==> src/rtl/axis_packet_arbiter.sv <==
// Two-input AXI-Stream packet arbiter: whole-packet grants, round-robin on ties, one bubble between packets.
// Optional completed-packet counters are built when ARB_PKT_COUNT_EN is defined.
module axis_packet_arbiter #(
   parameter int DW = 512
) (
   input  logic            clk,
   input  logic            resetn,
   input  logic            enable,
   output logic            idle,
   input  logic [DW-1:0]   s0_axis_tdata,
   input  logic [DW/8-1:0] s0_axis_tkeep,
   input  logic            s0_axis_tlast,
   input  logic            s0_axis_tvalid,
   output logic            s0_axis_tready,
   input  logic [DW-1:0]   s1_axis_tdata,
   input  logic [DW/8-1:0] s1_axis_tkeep,
   input  logic            s1_axis_tlast,
   input  logic            s1_axis_tvalid,
   output logic            s1_axis_tready,
   output logic [DW-1:0]   m_axis_tdata,
   output logic [DW/8-1:0] m_axis_tkeep,
   output logic            m_axis_tlast,
   output logic            m_axis_tvalid,
   input  logic            m_axis_tready,
   output logic            m_axis_tsrc
`ifdef ARB_PKT_COUNT_EN
   ,
   output logic [31:0]     pkt_count0,
   output logic [31:0]     pkt_count1
`endif
);

   localparam logic [0:0] ST_IDLE = 1'b0;
   localparam logic [0:0] ST_PASS = 1'b1;

   logic [0:0] state;
   logic       sel;
   logic       last;
   logic       in_pass;
   logic       pkt_done;

   assign in_pass  = (state == ST_PASS);
   assign pkt_done = in_pass & m_axis_tvalid & m_axis_tready & m_axis_tlast;

   // The grant is taken only from IDLE and released only by the TLAST handshake,
   // so enable never truncates a packet in flight.
   always_ff @(posedge clk) begin
      if (!resetn) begin
         state <= ST_IDLE;
         sel   <= 1'b0;
         last  <= 1'b1;
      end else begin
         case (state)
            ST_IDLE: begin
               if (enable && (s0_axis_tvalid || s1_axis_tvalid)) begin
                  sel   <= (s0_axis_tvalid && s1_axis_tvalid) ? ~last : s1_axis_tvalid;
                  state <= ST_PASS;
               end
            end
            ST_PASS: begin
               if (pkt_done) begin
                  last  <= sel;
                  state <= ST_IDLE;
               end
            end
            default: state <= ST_IDLE;
         endcase
      end
   end

   always_comb begin
      m_axis_tdata   = '0;
      m_axis_tkeep   = '0;
      m_axis_tlast   = 1'b0;
      m_axis_tvalid  = 1'b0;
      s0_axis_tready = 1'b0;
      s1_axis_tready = 1'b0;
      if (in_pass) begin
         if (sel) begin
            m_axis_tdata   = s1_axis_tdata;
            m_axis_tkeep   = s1_axis_tkeep;
            m_axis_tlast   = s1_axis_tlast;
            m_axis_tvalid  = s1_axis_tvalid;
            s1_axis_tready = m_axis_tready;
         end else begin
            m_axis_tdata   = s0_axis_tdata;
            m_axis_tkeep   = s0_axis_tkeep;
            m_axis_tlast   = s0_axis_tlast;
            m_axis_tvalid  = s0_axis_tvalid;
            s0_axis_tready = m_axis_tready;
         end
      end
   end

   assign idle        = ~in_pass;
   assign m_axis_tsrc = sel;

`ifdef ARB_PKT_COUNT_EN
   // Counters wrap naturally at 32 bits and clear only on reset.
   always_ff @(posedge clk) begin
      if (!resetn) begin
         pkt_count0 <= 32'd0;
         pkt_count1 <= 32'd0;
      end else if (pkt_done) begin
         if (sel) pkt_count1 <= pkt_count1 + 32'd1;
         else     pkt_count0 <= pkt_count0 + 32'd1;
      end
   end
`endif

endmodule

==> config.mk <==
export PLATFORM = sky130hd
export DESIGN_NAME = axis_packet_arbiter
export DESIGN_NICKNAME = d
export VERILOG_FILES = /design/src/rtl/axis_packet_arbiter.sv
export SDC_FILE = /design/constraint.sdc
export NUM_CORES = 1
export LEC_CHECK = 0
export BUFFER_PORTS_ARGS = -buffer_cell sky130_fd_sc_hd__buf_2
export CORE_AREA = 2 2 677 679
export CTS_CLUSTER_SIZE = 14
export DETAILED_ROUTE_END_ITERATION = 10
export DIE_AREA = 0 0 679 681
export SETUP_SLACK_MARGIN = 0.4
export SKIP_LAST_GASP = 1
export SLEW_MARGIN = 20
export SYNTH_ARGS = -nofsm -noshare
export SYNTH_HDL_FRONTEND = slang
export SYNTH_SLANG_ARGS = --single-unit
==> constraint.sdc <==
create_clock -name clk -period 1.9 [get_ports clk]
set_input_delay 0.095 -clock clk [delete_from_list [all_inputs] [get_ports clk]]
set_output_delay 0.095 -clock clk [all_outputs]
set_load 0.01 [all_outputs]
==> out/results.ini <==
[run_status]
status = finished, violations left
failed_checks = negative setup slack

[place]
place.gp.congestion = 1.31
dpl.cell_count = 9028
portBuffers = 1741
dpl.hpwl_um = 452000

[route]
vias = 24100
dr.pass1.iters = 5
drt.antenna.violating_nets = 0
totalWireLength_um = 478000
drc = 0
wire_per_inst_um = 48.3
detail_route.vias_per_cell = 2.43
drtIter0Drc = 1734

[cts]
cts-buffers-inserted = 3
clock-sinks = 3
cts_hold_buf = 0
cts-root-buf = clkbuf_16
tritoncts = built
clk_path_buf_depth = 2
clkTransAtPathRegs_ns = 0.03
clk_latency_ns = 0.23
h-tree-depth = 1

[logic_synthesis]
synth.area.top_cells = mux2i_1 (65%), nor2_1 (25%), buf_4 (4.0%)
syn-cell-area_um2 = 8880
yosys-top-cells-count = nor2_1 (580), mux2i_1 (578), clkbuf_1 (56), buf_4 (47), buf_6 (14)
synth_ff_type = dfxtp_1
syn_inst = 1304
synth_top_area_frac = 0.651
synth-seq-cells = 3
syn_avg_cell_area_um2 = 6.81
yosysMostFrequentCell = nor2_1
yosysTopAreaCell = mux2i_1
synth_edf_count = 0
synth-seq-area-share = 0.00676
ys_warn_count = 0
synthesis.nets = 2464
synthArstFlopShare = 0
synth_cell_types = 20

[global_route]
grt_pass1_vias = 19100
overflow = 0
grt_pass1_wl_um = 512000
grt_usage = 0.197
grt_max_degree = 73
antenna_found_initial = 808

[min_path]
hp-class = in -> reg
worstHoldPathCells = 2
worstHoldStart = resetn

[critical_path]
worstPathCellList = buf_12, buf_16, buf_8, mux2i_4, nor2_1, buf_2
timing.reg2reg.setup_slack_ns = 0.02
max_stage_delay_ns = 0.62
cp.required_ns = 1.80
r2r_cells = 8
crit_path_end_kind = output pin
path_class = reg -> out
critPathLaunch = m_axis_tsrc
worstSetupStartpointType = flop
cp_slowest_cell = mux2i_4
worstPathArrival_ns = 2.02
worstReg2RegStart = m_axis_tsrc
reg2reg_to = last
path_max_fanout = 5
endpoint = m_axis_tdata[114]

[sta]
skew_ns = 0.000453
setup_ws_ns = -0.215
worstMarginPinSlew_ns = 0.831
fmax_mhz = 473
rsz0062_at_grt = yes
setup_violations = 246
slew_violations = 0
fin_crit_ns = 2.11
hold_violations = 0
fin_crit_sh = 1.11
slew_headroom = 0.434

[cells_and_area]
layout-drive-gt1-share = 0.716
area_growth_syn_to_layout_pct = 300
final_util = 0.0780
nets = 4365
nFillCells = 53600
layout.cells.non_filler = 9898

[pwr]
cellLeakagePower_nw = 13.1
peakVddDrop_v = 0.000280
power-per-cell-area_nw_per_um2 = 255

[die]
rows = 248
fp.coreArea_um2 = 455000
io_pins = 1742
die_x_um = 679
die_h_um = 681
initial_core_util = 0.0195
die_area_um2 = 462000

[flow_run]
cap_violations = 0

[per-layer routing]
metal / wire length (um) / GRT usage
met1: 132000 / 0.160
met2: 218000 / 0.325
met4: 23400 / 0.0702
met3: 100000 / 0.193
met5: 3800 / 0.00167
[final cells by class]
cell class	count	area [um2]	area share
clock buffers	4	78.8	0.00222
flip-flops and latches	3	65.1	0.00183
multi-input cells	1170	10300	0.290
repair buffers	2025	15800	0.446
well taps	6000	7510	0.211
inverters	2	15.0	0.000423
diodes	694	1740	0.0489
[worst max-delay path, delay by kind of cell, from the launching register on]
kind	cells	cell delay (ns)
muxes	1	0.62
buffers and inverters	4	0.61
DFF	1	0.38
and+or+nand+nor	1	0.10
[state kept, by name (all words and copies together), names as in the netlist]
name,flops
m_axis_tsrc,1
in_pass,1
last,1
[how the worst min path moves through the flow]
stage	to	slack, ns
global route	last	0.11
global placement	last	0.32
floorplan	last	0.18
CTS	last	0.11
detailed placement	last	0.34
finish	last	0.09
[through the flow]
stage                     power, W  setup WS [ns]  hold WS [ns]  setup TNS, ns  cell area [um2]
after detailed placement   0.00736         -0.418         0.340          -9.64            27900
after CTS                  0.00884         -0.261         0.106         -28.63            32100
after global routing       0.00936         -0.203         0.105         -29.35            34600
after floorplan            0.00202          0.565         0.184              0             8880
after global placement     0.00694          -1.54         0.323         -60.38            26800
final                      0.00904         -0.215        0.0905         -12.77            35500
[logic make-up (layout without fill, tap and decap cells)]
group / count (synthesis) / in the layout / synth area share
AND/OR/NAND/NOR: 588 / 588 / 0.251
flip-flops: 3 / 3 / 0.00676
AO/OA/AOI/OAI: 4 / 4 / 0.00310
buffers and inverters: 131 / 2031 / 0.0879
other: 0 / 694 / 0
multiplexers: 578 / 578 / 0.651
[layout by cell type, fill, tap and decap left out]
cell type / synthesis / final
a21boi_0: 1 / 1
buf_8: 0 / 32
nor2_2: 0 / 42
clkbuf_4: 0 / 1
mux2i_4: 0 / 129
nor2_4: 0 / 48
and3_1: 1 / 1
o211ai_1: 1 / 1
nand4b_1: 1 / 1
nand4_1: 1 / 1
nor4_2: 1 / 1
o21ai_0: 1 / 1
nor2_1: 580 / 490
buf_6: 14 / 91
dfxtp_2: 0 / 1
mux2i_1: 578 / 407
bufbuf_16: 0 / 1
dfxtp_4: 0 / 1
diode_2: 0 / 694
buf_4: 47 / 185
buf_2: 6 / 1465
clkbuf_1: 56 / 1
buf_12: 0 / 169
mux2i_2: 0 / 42
buf_16: 0 / 55
o21a_1: 1 / 1
nand3b_1: 1 / 1
nand2_1: 3 / 3
inv_8: 0 / 1
clkbuf_16: 0 / 29
dfxtp_1: 3 / 1
inv_1: 1 / 1
[repair_timing]
action | 4_1_cts | 5_1_grt
gates cloned | 33 | 18
setup buffers | 77 | 44
endpoints found under the hold margin | 0 | 0
resized for setup | 568 | 317
endpoints found under the setup margin | 581 | 583
pin swaps | 19 | 36
[power by group]
part | switching [W] | total [W] | leakage (nW) | internal [W]
logic | 0.00484 | 0.00864 | 13.1 | 0.00379
clock network | 0.0000576 | 0.000334 | 0.0426 | 0.000277
registers | 0.00000654 | 0.0000727 | 0.0256 | 0.0000661
Power figures use the tool's default switching activity.
